==> src/rtl/period_meter.sv <==
// period_meter
//   Measures the period of an asynchronous input in clk_in cycles. The first
//   rising edge after reset or after a timeout only arms the measurement;
//   every later rising edge reports the number of cycles since the edge before.
//
//   Optional feature: define PERIOD_METER_LOCK_EN to compile in the
//   period-lock detector that drives lock_out. Without it, lock_out is tied 0.
//
//   Parameters
//     WIDTH     width of the cycle counter and period_out
//     TIMEOUT   cycles without an edge after which measurement is abandoned
//     LOCK_TOL  largest |difference| between consecutive periods that counts
//               as locked
//
//   Ports
//     clk_in       system clock, rising edge
//     rst_in       asynchronous reset, active low
//     sig_in       asynchronous signal being measured
//     period_out   last measured period in clk_in cycles
//     valid_out    one-cycle pulse when period_out updates
//     timeout_out  one-cycle pulse when TIMEOUT cycles pass without an edge
//     lock_out     consecutive periods agree within LOCK_TOL
//
//   Latency: a rising edge on sig_in first sampled on clock n is acted on at
//   clock n+3 (2 synchronizer flops + registered edge pulse).
//
//   state   | meaning
//   IDLE    | waiting for the arming edge, counter held at 0
//   MEASURE | counting cycles since the last edge

module period_meter #(
  parameter int unsigned WIDTH    = 32,
  parameter int unsigned TIMEOUT  = 4_000_000,
  parameter int unsigned LOCK_TOL = 2
) (
  input  logic             clk_in,
  input  logic             rst_in,
  input  logic             sig_in,
  output logic [WIDTH-1:0] period_out,
  output logic             valid_out,
  output logic             timeout_out,
  output logic             lock_out
);

  // The counter is bounded by TIMEOUT-1, so TIMEOUT must fit in WIDTH bits.
  if ((64'(TIMEOUT) >> WIDTH) != 64'd0) begin : g_bad_timeout
    $error("period_meter: TIMEOUT does not fit in WIDTH bits");
  end
  if (TIMEOUT < 2) begin : g_small_timeout
    $error("period_meter: TIMEOUT must be at least 2");
  end
  // A tolerance at or above TIMEOUT would match any pair of periods.
  if (LOCK_TOL >= TIMEOUT) begin : g_bad_tol
    $error("period_meter: LOCK_TOL must be below TIMEOUT");
  end

  localparam logic [WIDTH-1:0] TIMEOUT_W = WIDTH'(TIMEOUT);

  typedef enum logic {
    IDLE    = 1'b0,
    MEASURE = 1'b1
  } state_t;

  state_t           state, state_nxt;
  logic             sync1, sync2, sync3;
  logic             edge_q;
  logic [WIDTH-1:0] cnt, cnt_nxt, cnt_inc;
  logic [WIDTH-1:0] period_nxt;
  logic             valid_nxt, timeout_nxt;

  // Synchronizer, one-cycle delayed copy, and a registered rising-edge pulse.
  always_ff @(posedge clk_in or negedge rst_in) begin
    if (!rst_in) begin
      sync1  <= 1'b0;
      sync2  <= 1'b0;
      sync3  <= 1'b0;
      edge_q <= 1'b0;
    end else begin
      sync1  <= sig_in;
      sync2  <= sync1;
      sync3  <= sync2;
      edge_q <= sync2 & ~sync3;
    end
  end

  always_ff @(posedge clk_in or negedge rst_in) begin
    if (!rst_in) begin
      state <= IDLE;
    end else begin
      state <= state_nxt;
    end
  end

  assign cnt_inc = cnt + 1'b1;

  always_comb begin
    state_nxt   = state;
    cnt_nxt     = cnt;
    period_nxt  = period_out;
    valid_nxt   = 1'b0;
    timeout_nxt = 1'b0;
    case (state)
      IDLE: begin
        cnt_nxt = '0;
        if (edge_q) begin
          state_nxt = MEASURE;
        end
      end
      MEASURE: begin
        // An edge on the timeout cycle still yields a result.
        if (edge_q) begin
          period_nxt = cnt_inc;
          valid_nxt  = 1'b1;
          cnt_nxt    = '0;
        end else if (cnt_inc == TIMEOUT_W) begin
          timeout_nxt = 1'b1;
          state_nxt   = IDLE;
          cnt_nxt     = '0;
        end else begin
          cnt_nxt = cnt_inc;
        end
      end
      default: begin
        state_nxt = IDLE;
        cnt_nxt   = '0;
      end
    endcase
  end

  always_ff @(posedge clk_in or negedge rst_in) begin
    if (!rst_in) begin
      cnt         <= '0;
      period_out  <= '0;
      valid_out   <= 1'b0;
      timeout_out <= 1'b0;
    end else begin
      cnt         <= cnt_nxt;
      period_out  <= period_nxt;
      valid_out   <= valid_nxt;
      timeout_out <= timeout_nxt;
    end
  end

`ifdef PERIOD_METER_LOCK_EN
  localparam logic [WIDTH-1:0] TOL_W = WIDTH'(LOCK_TOL);

  // period_out still holds the previous result when a new one is computed,
  // so it doubles as the previous-period value. have_prev keeps the very
  // first result after reset from being compared against the reset value.
  logic             have_prev;
  logic [WIDTH-1:0] diff;
  logic             lock_nxt;

  always_comb begin
    diff = (cnt_inc >= period_out) ? (cnt_inc - period_out)
                                   : (period_out - cnt_inc);
    lock_nxt = lock_out;
    if (valid_nxt) begin
      lock_nxt = have_prev && (diff <= TOL_W);
    end else if (timeout_nxt) begin
      lock_nxt = 1'b0;
    end
  end

  always_ff @(posedge clk_in or negedge rst_in) begin
    if (!rst_in) begin
      lock_out  <= 1'b0;
      have_prev <= 1'b0;
    end else begin
      lock_out <= lock_nxt;
      if (valid_nxt) begin
        have_prev <= 1'b1;
      end
    end
  end
`else
  assign lock_out = 1'b0;
`endif

endmodule
==> config.mk <==
export PLATFORM = sky130hd
export DESIGN_NAME = period_meter
export DESIGN_NICKNAME = d
export VERILOG_FILES = /design/src/rtl/period_meter.sv
export SDC_FILE = /design/constraint.sdc
export NUM_CORES = 1
export LEC_CHECK = 0
export BUFFER_PORTS_ARGS = -buffer_cell sky130_fd_sc_hd__buf_2
export CELL_PAD_IN_SITES_DETAIL_PLACEMENT = 1
export CELL_PAD_IN_SITES_GLOBAL_PLACEMENT = 1
export CORE_AREA = 4 4 91 93
export CTS_CLUSTER_SIZE = 20
export DETAILED_ROUTE_END_ITERATION = 6
export DIE_AREA = 0 0 95 97
export PLACE_DENSITY = 0.84
export SLEW_MARGIN = 20
export SYNTH_ARGS = -nofsm -noshare
export SYNTH_HDL_FRONTEND = slang
export SYNTH_SLANG_ARGS = --single-unit
export TNS_END_PERCENT = 50
==> constraint.sdc <==
create_clock -name clk_in -period 3.65 [get_ports clk_in]
set_input_delay 0.365 -clock clk_in [delete_from_list [all_inputs] [get_ports clk_in]]
set_output_delay 0.365 -clock clk_in [all_outputs]
set_load 0.02 [all_outputs]
## Word level (Yosys, flattened, before mapping)

Index checks and enable logic that the tools add are counted.

| cells by class | value |
|---|---|
| equality and inequality tests | 1 |
| $mul | 0 |
| muxes and demuxes | 11 |
| div/mod/pow operators | 0 |
| reductions and logical operators | 1 |
| $lt $le $gt $ge | 0 |
| $add $sub $neg | 1 |
| bitwise logic cells | 3 |
| shift-type cells | 0 |

Operators by type and width:

| kind | count |
|---|---|
| 2-to-1 mux 32 bit | 2 |
| case mux 32 bit (2 select lines) | 1 |
| adder 32 x 1 -> 32 bit (second input constant) | 1 |
| == test 32 x 22 -> 1 bit (second input constant) | 1 |
| 2-to-1 mux 1 bit | 7 |
| NOT 1 bit | 2 |
| case mux 1 bit (2 select lines) | 1 |
| AND reduction 2 bit | 1 |
| AND 1 bit | 1 |

| storage, ports and cells | value |
|---|---|
| input bits | 3 |
| output and inout port bits | 35 |
| bits in latches | 0 |
| memories kept | 0 |
| register bits | 71 |
| memory bits (read-only) | 0 |
| bits in writable memories | 0 |

## Logic depth before layout (Yosys ltp)

Gate-level depths: netlist of the first run.

| depth | value |
|---|---|
| word-level depth | 5 |
| gate-level depth with buffers | 9 |
| depth with buffers taken out | 8 |

## Least setup slack after synthesis of the first run

OpenSTA, ideal clock, no wires.

| timing path | value |
|---|---|
| path type | register -> register |
| start point | register cnt[0] |
| end point | register timeout_out |
| buffers on the path | 1 |
| arrival time | 2.547 ns |
| period minus slack after synthesis | 2.620 ns |
| slack | 1.030 ns |
| stages on the path, launching flop included | 10 |
| cells stage by stage | dfrtp_1 -> ha_1 -> clkbuf_2 -> nand4_2 -> nor4_2 -> nand4_1 -> xor2_1 -> nand4b_1 -> nor4_4 -> nor2b_1 |

| between the ends | value |
|---|---|
| word-level cells in the longest chain between the ends | 5 |

RTL lines:

| element | line | source |
|---|---|---|
| from (decl) | 67 | `logic [WIDTH-1:0] cnt, cnt_nxt, cnt_inc;` |
| from (signal assigned) | 137 | `cnt <= cnt_nxt;` |
| adder 32 x 1 -> 32 bit | 94 | `assign cnt_inc = cnt + 1'b1;` |
| == test 32 x 22 -> 1 bit | 115 | `end else if (cnt_inc == TIMEOUT_W) begin` |
| 2-to-1 mux 1 bit | 115 |  |
| 2-to-1 mux 1 bit | 111 | `if (edge_q) begin` |
| 2-to-1 mux 1 bit | 102 | `case (state)` |
| via timeout_nxt | 69 | `logic valid_nxt, timeout_nxt;` |
| to (signal assigned) | 140 | `timeout_out <= timeout_nxt;` |
| to (decl) | 41 | `output logic timeout_out,` |

The timed path passes the listed nets, and every way through them passes these cells.
A chain may end at the register's enable or synchronous reset.

## Worst setup path in the final report of the first run

Ends and elaborated chain as after synthesis.

==> results of run 1 <==
## per-layer routing
layer | up-vias | routed length [um]
met5 | - | 0
li1 | 1235 | -
met2 | 62 | 3690
met1 | 1309 | 4020
met4 | 0 | 172
met3 | 15 | 272
## worst max-delay path, cell delays in order, from the launching register on
cell and delay, ns:
sky130_fd_sc_hd__dfrtp_1 0.44, sky130_fd_sc_hd__ha_1 0.34, sky130_fd_sc_hd__nand4_2 0.25, sky130_fd_sc_hd__nor4_2 0.62, sky130_fd_sc_hd__nand4_1 0.19, sky130_fd_sc_hd__xor2_1 0.19
sky130_fd_sc_hd__nand4b_1 0.26, sky130_fd_sc_hd__nor4_4 0.66, sky130_fd_sc_hd__nor2b_1 0.21
## cells in the final DEF (no fill, tap or decap), types with 3 or more instances in the layout
cell and instances:
sky130_fd_sc_hd__and3_1 3, sky130_fd_sc_hd__and4_1 3, sky130_fd_sc_hd__buf_2 36, sky130_fd_sc_hd__buf_4 3, sky130_fd_sc_hd__clkbuf_8 10, sky130_fd_sc_hd__dfrtp_1 71
sky130_fd_sc_hd__inv_1 5, sky130_fd_sc_hd__nand2_1 42, sky130_fd_sc_hd__nand2b_1 3, sky130_fd_sc_hd__nand3_1 14, sky130_fd_sc_hd__nand4_1 15, sky130_fd_sc_hd__nor2_1 32
sky130_fd_sc_hd__nor2b_1 3, sky130_fd_sc_hd__nor3_1 14, sky130_fd_sc_hd__nor3b_1 4, sky130_fd_sc_hd__nor4_1 7, sky130_fd_sc_hd__o21ai_0 31, sky130_fd_sc_hd__or4_1 4
sky130_fd_sc_hd__xnor2_1 14, sky130_fd_sc_hd__xor2_1 16
## kinds of logic after synthesis
family | Yosys count | synth area share, %
compound gates | 46 | 8.43
other cells | 1 | 0.113
fa+ha+maj | 2 | 0.756
simple gates | 159 | 26.0
buf+inv | 24 | 3.10
flops | 71 | 53.7
xor+xnor | 30 | 7.94
## report_power, final
| part | internal (uW) | switching (uW) |
|---|---|---|
| combinational | 57.5 | 112 |
| sequential | 823 | 43.9 |
| clock | 338 | 303 |
## final timing paths
check	start	cells past startpoint	endpoint	slack [ns]
max	cnt[0]	8	timeout_out	0.39
min	sig_in	1	sync1	0.13
max reg2reg	cnt[0]	8	timeout_out	0.39
min reg2reg	sync1	0	sync2	0.35
max in group asynchronous	rst_in	2	cnt[4]	2.83
min in group asynchronous	rst_in	2	period_out[14]	0.21
## area by class of cell
cell class                      instances  area, um^2
Clock inverter                          6        68.8
Fill cell                             901        3760
Multi-Input combinational cell        238        1430
Inverter                                5        18.8
Tap cell                              102         128
Sequential cell                        71        1780
Timing Repair Buffer                   39         203
Clock buffer                           10         138
## flip-flops by register name, summed over array words and instances (netlist names)
name and cells:
cnt 32, timeout_out 1, state 1, valid_out 1, period_out 32, sync1 1, sync3 1, sync2 1
edge_q 1
## stage by stage
stage	cells	utilization, %	total power [uW]	hold slack, ns	setup WS, ns
CTS	471	50.0	1700	0.114	0.381
global placement	455	47.3	1040	0.332	0.605
finish	471	50.0	1680	0.132	0.395
floorplan	333	-	992	0.0694	1.03
detailed placement	455	47.3	1050	0.336	0.428
global route	471	50.0	1760	0.115	0.192
==> Implementation_results.wiki, run 1 <==
{| class="wikitable"
! Metric !! Value
|-
| Total I/O pin count || 38
|-
| Status || completed
|-
| Post-detail-place hpwl || around 5800 um
|-
| Max Clk Rate || a little over 300 MHz
|-
| Post-synthesis net count || ~340
|-
| Cell count after synthesis || roughly 330
|-
| Pin slew with the least headroom to its limit || 1.01 ns
|-
| Starting density of the core || between 40% and 50%
|-
| Vias in the first global route || ~2,700
|-
| GRT Residual Overflow || 0
|-
| M3 GR Usage || between 3 and 4%
|-
| H-tree Lvls || 3
|-
| Total number of nets in the final design || approximately 370
|-
| Leak pwr || between 0.0015 and 0.002 uW
|-
| Number of flops mapped to enable cells by yosys || 0
|-
| Die Span Y || between 90 and 100 um
|-
| # port buffers || 36
|-
| Antenna violation net count after detailed routing || 0
|-
| Pin count of the biggest net entering global routing || between 70 and 80
|-
| Met1 Usage GRT || between 20 and 30%
|-
| Yosys reg bits || 71
|-
| Routability-driven placement congestion ratio || 0.895
|-
| Clock net sink count || 71
|-
| Number of detailed-routing iterations run before antenna repair || 4
|-
| Detail-routed net length per standard cell || approximately 17 um
|-
| Peak VDD IR || roughly 0.23 mV
|-
| Unique cell type count in the Yosys netlist || between 40 and 50
|-
| Final standard cell area without fillers || between 0.003 and 0.004 mm^2
|-
| Final number of setup-violating endpoints || 0
|-
| Overall die width || 95 um
|-
| Mean instance size in the synthesized netlist || between 9 and 10 um^2
|-
| Library cell with the largest summed area after synthesis || sky130_fd_sc_hd__dfrtp_1
|-
| Number of maximum-capacitance violations || 0
|-
| Placeable core region || about 0.0075 mm^2
|-
| Type of destination of the critical path || flip-flop
|-
| Insertion delay to the later sink of the worst-skew pair || 0.34 ns
|-
| Number of synthesis warnings || 0
|-
| Wire length of the first global-routing pass || approximately 14,000 um
|-
| Post-synth top flop || sky130_fd_sc_hd__dfrtp_1
|-
| Number of setup buffers added after CTS || 0
|-
| Initial DRC Count || 98
|-
| Hold bufs inserted after CTS || 0
|-
| Synthesized cell area || around 0.0033 mm^2
|-
| Max Transition Viols Final || 0
|-
| Post-synth top cells || sky130_fd_sc_hd__dfrtp_1 (71), sky130_fd_sc_hd__nand2_1 (43), sky130_fd_sc_hd__nor2_1 (32)
|-
| Summed negative setup slack over all endpoints || 0 ns
|-
| Synth-to-Final Area Change || 13.8%
|-
| Period Utilization, post-route || slightly below 90%
|-
| Global routing usage summed across all routing layers || a little under a fifth
|-
| Antenna diodes || 0
|-
| Worst-case clock buffer depth || 2
|-
| Wire length after detailed routing || between 8000 and 9000 um
|-
| Proportion of netlist area held by the largest area contributor || 53.7%
|-
| Hold Crit Class || input pin to flip-flop
|-
| Met2 usage in global routing || between 20% and 30%
|-
| Setup repair after global routing missed its margin || false
|-
| Number of vias per cell after detailed routing || around 5.6
|-
| Number of hold-slack violations in the final timing report || 0
|-
| Largest clock skew in the final design || approximately 0.012 ns
|-
| Routed vias || around 2,600
|-
| Overall die area || between 0.009 and 0.01 mm^2
|-
| Data arrival, critical path || about 3.5 ns
|-
| CTS tree || built
|-
| Final worst path period need || ~3.3 ns
|-
| Fraction of layout instances using a drive strength above 1 || roughly 18%
|-
| Peak-usage layer in the global routing report || met1
|-
| Data required time at the worst endpoint || ~3.9 ns
|-
| Total CTS buffers || 9
|-
| Proportion of synthesized chip area in sequential cells || 53.7%
|-
| FP Rows || 32
|-
| Crit path kind || flip-flop to flip-flop
|-
| Most common cell in the synthesized netlist || sky130_fd_sc_hd__dfrtp_1
|-
| Post-cts repair resize count || 0
|-
| Antenna violations before repair || 0
|-
| Largest cells by area after synthesis || sky130_fd_sc_hd__dfrtp_1 (54%), sky130_fd_sc_hd__nand2_1 (4.9%), sky130_fd_sc_hd__o21ai_0 (4.7%)
|-
| Max_slew headroom || 32.3%
|-
| Drc violations || 0
|-
| Largest driver fanout on the critical path || 10
|-
| Sort of element at the start of the critical path || flip-flop
|-
| Root cell of the clock tree || sky130_fd_sc_hd__clkbuf_8
|-
| Total cell area at the placement stage || 0.00356 mm^2
|-
| CTS clk-pin slew, worst paths || 0.08 ns
|-
| Ys async rst share || between 90% and 100%
|-
| Power density normalized to cell area || around 450 mW/mm^2
|}
No activity file was read; power rests on OpenSTA's default activity.
==> inputs of run 2 (changes only) <==
--- a/config.mk
+++ b/config.mk
@@ -6,13 +6,14 @@
 export NUM_CORES = 1
 export LEC_CHECK = 0
 export BUFFER_PORTS_ARGS = -buffer_cell sky130_fd_sc_hd__buf_2
-export CELL_PAD_IN_SITES_DETAIL_PLACEMENT = 1
+export CELL_PAD_IN_SITES_DETAIL_PLACEMENT = 0
 export CELL_PAD_IN_SITES_GLOBAL_PLACEMENT = 1
 export CORE_AREA = 4 4 91 93
 export CTS_CLUSTER_SIZE = 20
 export DETAILED_ROUTE_END_ITERATION = 6
 export DIE_AREA = 0 0 95 97
 export PLACE_DENSITY = 0.84
+export REMOVE_ABC_BUFFERS = 1
 export SLEW_MARGIN = 20
 export SYNTH_ARGS = -nofsm -noshare
 export SYNTH_HDL_FRONTEND = slang
==> run 2 against run 1 <==
Compared with the run above:
- core utilization is 0.27 points higher
- largest cell class unchanged
- sequential power is essentially flat
- count of clock-buffer cells in the layout decreased by 1
- setup slack gained 0.17 ns
- clock power rose by 7.2%
- clock skew up 0.0013 ns
- register-to-register slack gained 0.17 ns
- maximum frequency up 5.4%
- sequential cell count stayed put
- critical path type unchanged
- die area is the same
==> Implementation_results.wiki, run 2 (synthesis results as in run 1) <==
{| class="wikitable"
! Metric !! Value
|-
| Status || completed
|-
| Proportion of power drawn by combinational gates || 9.5%
|-
| Crit path kind || flip-flop to flip-flop
|-
| Total I/O pin count || 38
|-
| Summed negative setup slack over all endpoints || 0 ns
|-
| Setup repair after global routing missed its margin || false
|-
| Overall die width || roughly 95 um
|-
| Max Transition Viols Final || 0
|-
| Root cell of the clock tree || sky130_fd_sc_hd__clkbuf_8
|-
| Antenna diodes || 0
|-
| Largest registers || cnt (32), period_out (32)
|-
| FP Rows || 32
|-
| Reg power frac || roughly 51%
|-
| Leak pwr || 0.00173 uW
|-
| Pin slew with the least headroom to its limit || 0.931 ns
|-
| Number of detailed-routing iterations run before antenna repair || 4
|-
| Post-detail-place hpwl || around 4700 um
|-
| Antenna violations before repair || 0
|-
| Total of fill cells in the finished design || ~760
|-
| Number of hold-slack violations in the final timing report || 0
|-
| Switching power share of the total || a little over a quarter
|-
| Wire length after detailed routing || a little under 7000 um
|-
| Data required time at the worst endpoint || ~3.8 ns
|-
| CTS tree || built
|-
| Wire length of the first global-routing pass || between 10,000 and 15,000 um
|-
| Final worst path period need || around 3.1 ns
|-
| Post-cts repair resize count || 0
|-
| Initial DRC Count || 107
|-
| Smallest hold slack || roughly 0.12 ns
|-
| Commonest cells after routing, fill and taps aside || sky130_fd_sc_hd__dfrtp_1 (71), sky130_fd_sc_hd__nand2_1 (41), sky130_fd_sc_hd__buf_2 (36)
|-
| Drc violations || 0
|-
| Internal || 1270 uW
|-
| Peak VDD IR || ~0.24 mV
|-
| Total CTS buffers || 9
|-
| Largest driver fanout on the critical path || 10
|-
| Proportion of power drawn by the clock network || 40.0%
|-
| # port buffers || 36
|-
| Insertion delay to the later sink of the worst-skew pair || ~0.35 ns
|-
| Pin count of the biggest net entering global routing || 64
|-
| Overall die area || slightly above 0.009 mm^2
|-
| Global routing usage summed across all routing layers || between 10% and 20%
|-
| Placed cell count || around 450
|-
| Die Span Y || 97 um
|-
| Most common cell after layout, fill and taps aside || sky130_fd_sc_hd__dfrtp_1
|-
| Vias in the first global route || roughly 2,400
|-
| Power density normalized to cell area || 453 mW/mm^2
|-
| Sort of element at the start of the critical path || flip-flop
|-
| Fraction of layout instances using a drive strength above 1 || between 10% and 20%
|-
| Max Clk Rate || around 320 MHz
|-
| Data arrival, critical path || 3.28 ns
|-
| Hold Crit Class || input pin to flip-flop
|-
| Starting density of the core || between 40% and 50%
|-
| Number of setup buffers added after CTS || 0
|-
| GRT Residual Overflow || 0
|-
| Worst-case clock buffer depth || 2
|-
| CTS clk-pin slew, worst paths || roughly 0.080 ns
|-
| Period Utilization, post-route || between 80 and 90%
|-
| H-tree Lvls || 3
|-
| Area of the multi-input gates || between 0.001 and 0.0015 mm^2
|-
| Total cell area at the placement stage || 0.00355 mm^2
|-
| Total number of nets in the final design || 369
|-
| Final number of setup-violating endpoints || 0
|-
| Routed vias || around 2,400
|-
| Placeable core region || about 0.0075 mm^2
|-
| Largest clock skew in the final design || approximately 0.013 ns
|-
| Reg2reg setup slack || 0.56 ns
|-
| Type of destination of the critical path || flip-flop
|-
| Number of vias per cell after detailed routing || between 5 and 6
|-
| Area used by sequential logic in the layout || about 0.0018 mm^2
|-
| Number of maximum-capacitance violations || 0
|-
| Detail-routed net length per standard cell || about 14 um
|-
| Synth-to-Final Area Change || 14.4%
|-
| Final standard cell area without fillers || ~0.0038 mm^2
|-
| Routability-driven placement congestion ratio || 0.838
|-
| Antenna violation net count after detailed routing || 0
|-
| Net switching power of the design || around 450 uW
|-
| Clock net sink count || slightly above 70
|-
| Final Non-Filler Cells || between 400 and 500
|-
| Max_slew headroom || 37.7%
|}
[run 2: path summary, 6_finish.rpt]
path / start / endpoint / cells past startpoint
hold reg to reg: sync1 / sync2 / 0
max in group asynchronous: rst_in / period_out[12] / 3
setup / recovery: cnt[0] / cnt[19] / 8
hold / removal: sig_in / sync1 / 1
min in group asynchronous: rst_in / period_out[21] / 2
setup reg to reg: cnt[0] / cnt[19] / 8
[run 2: critical path, stage by stage, from the launching register on]
cell and delay, ns:
sky130_fd_sc_hd__dfrtp_1 0.44, sky130_fd_sc_hd__ha_1 0.33, sky130_fd_sc_hd__nand4_2 0.25, sky130_fd_sc_hd__or4_1 0.63, sky130_fd_sc_hd__nor2_2 0.25, sky130_fd_sc_hd__a22o_1 0.18
sky130_fd_sc_hd__nand4_1 0.16, sky130_fd_sc_hd__nor4_4 0.56, sky130_fd_sc_hd__nor3b_1 0.13
[run 2: through the flow]
step | setup slack [ns] | utilization [%] | total power, uW
after floorplan | 1.03 | - | 978
after global placement | 0.693 | 47.2 | 1040
after detailed placement | 0.589 | 47.2 | 1050
after CTS | 0.515 | 50.2 | 1740
after global routing | 0.264 | 50.3 | 1790
final | 0.560 | 50.3 | 1720
[run 2: final cells by class]
class	instances	area share, %
sequential	71	46.9
clock buffer	9	3.27
inverter	5	0.496
tap	102	3.37
multi-input combinational	238	37.9
timing repair buffer	39	5.42
clock inverter	7	2.58
[run 2: power by group through the flow]
stage                     clock [uW]  sequential (uW)  combinational, uW
after detailed placement           0              882                165
after CTS                        702              867                166
after global routing             734              874                182
after global placement             0              879                164
final                            686              867                163
after floorplan                    0              898               80.2
[run 2: metal layers]
layer | GRT usage (%) | vias up | wire length (um) | share of wire [%]
met5 | 0 | - | 0 | 0
met4 | 5.66 | 0 | 83 | 1.2
met3 | 3.65 | 7 | 265 | 3.9
met2 | 24.3 | 40 | 3120 | 46
met1 | 22.4 | 1172 | 3300 | 49
li1 | - | 1228 | - | -
[run 2: repair_timing]
| item | CTS | global route |
|---|---|---|
| setup endpoints to repair | 0 | 0 |
| endpoints found under the hold margin | 9 | 0 |
| hold buffers | 1 | 0 |
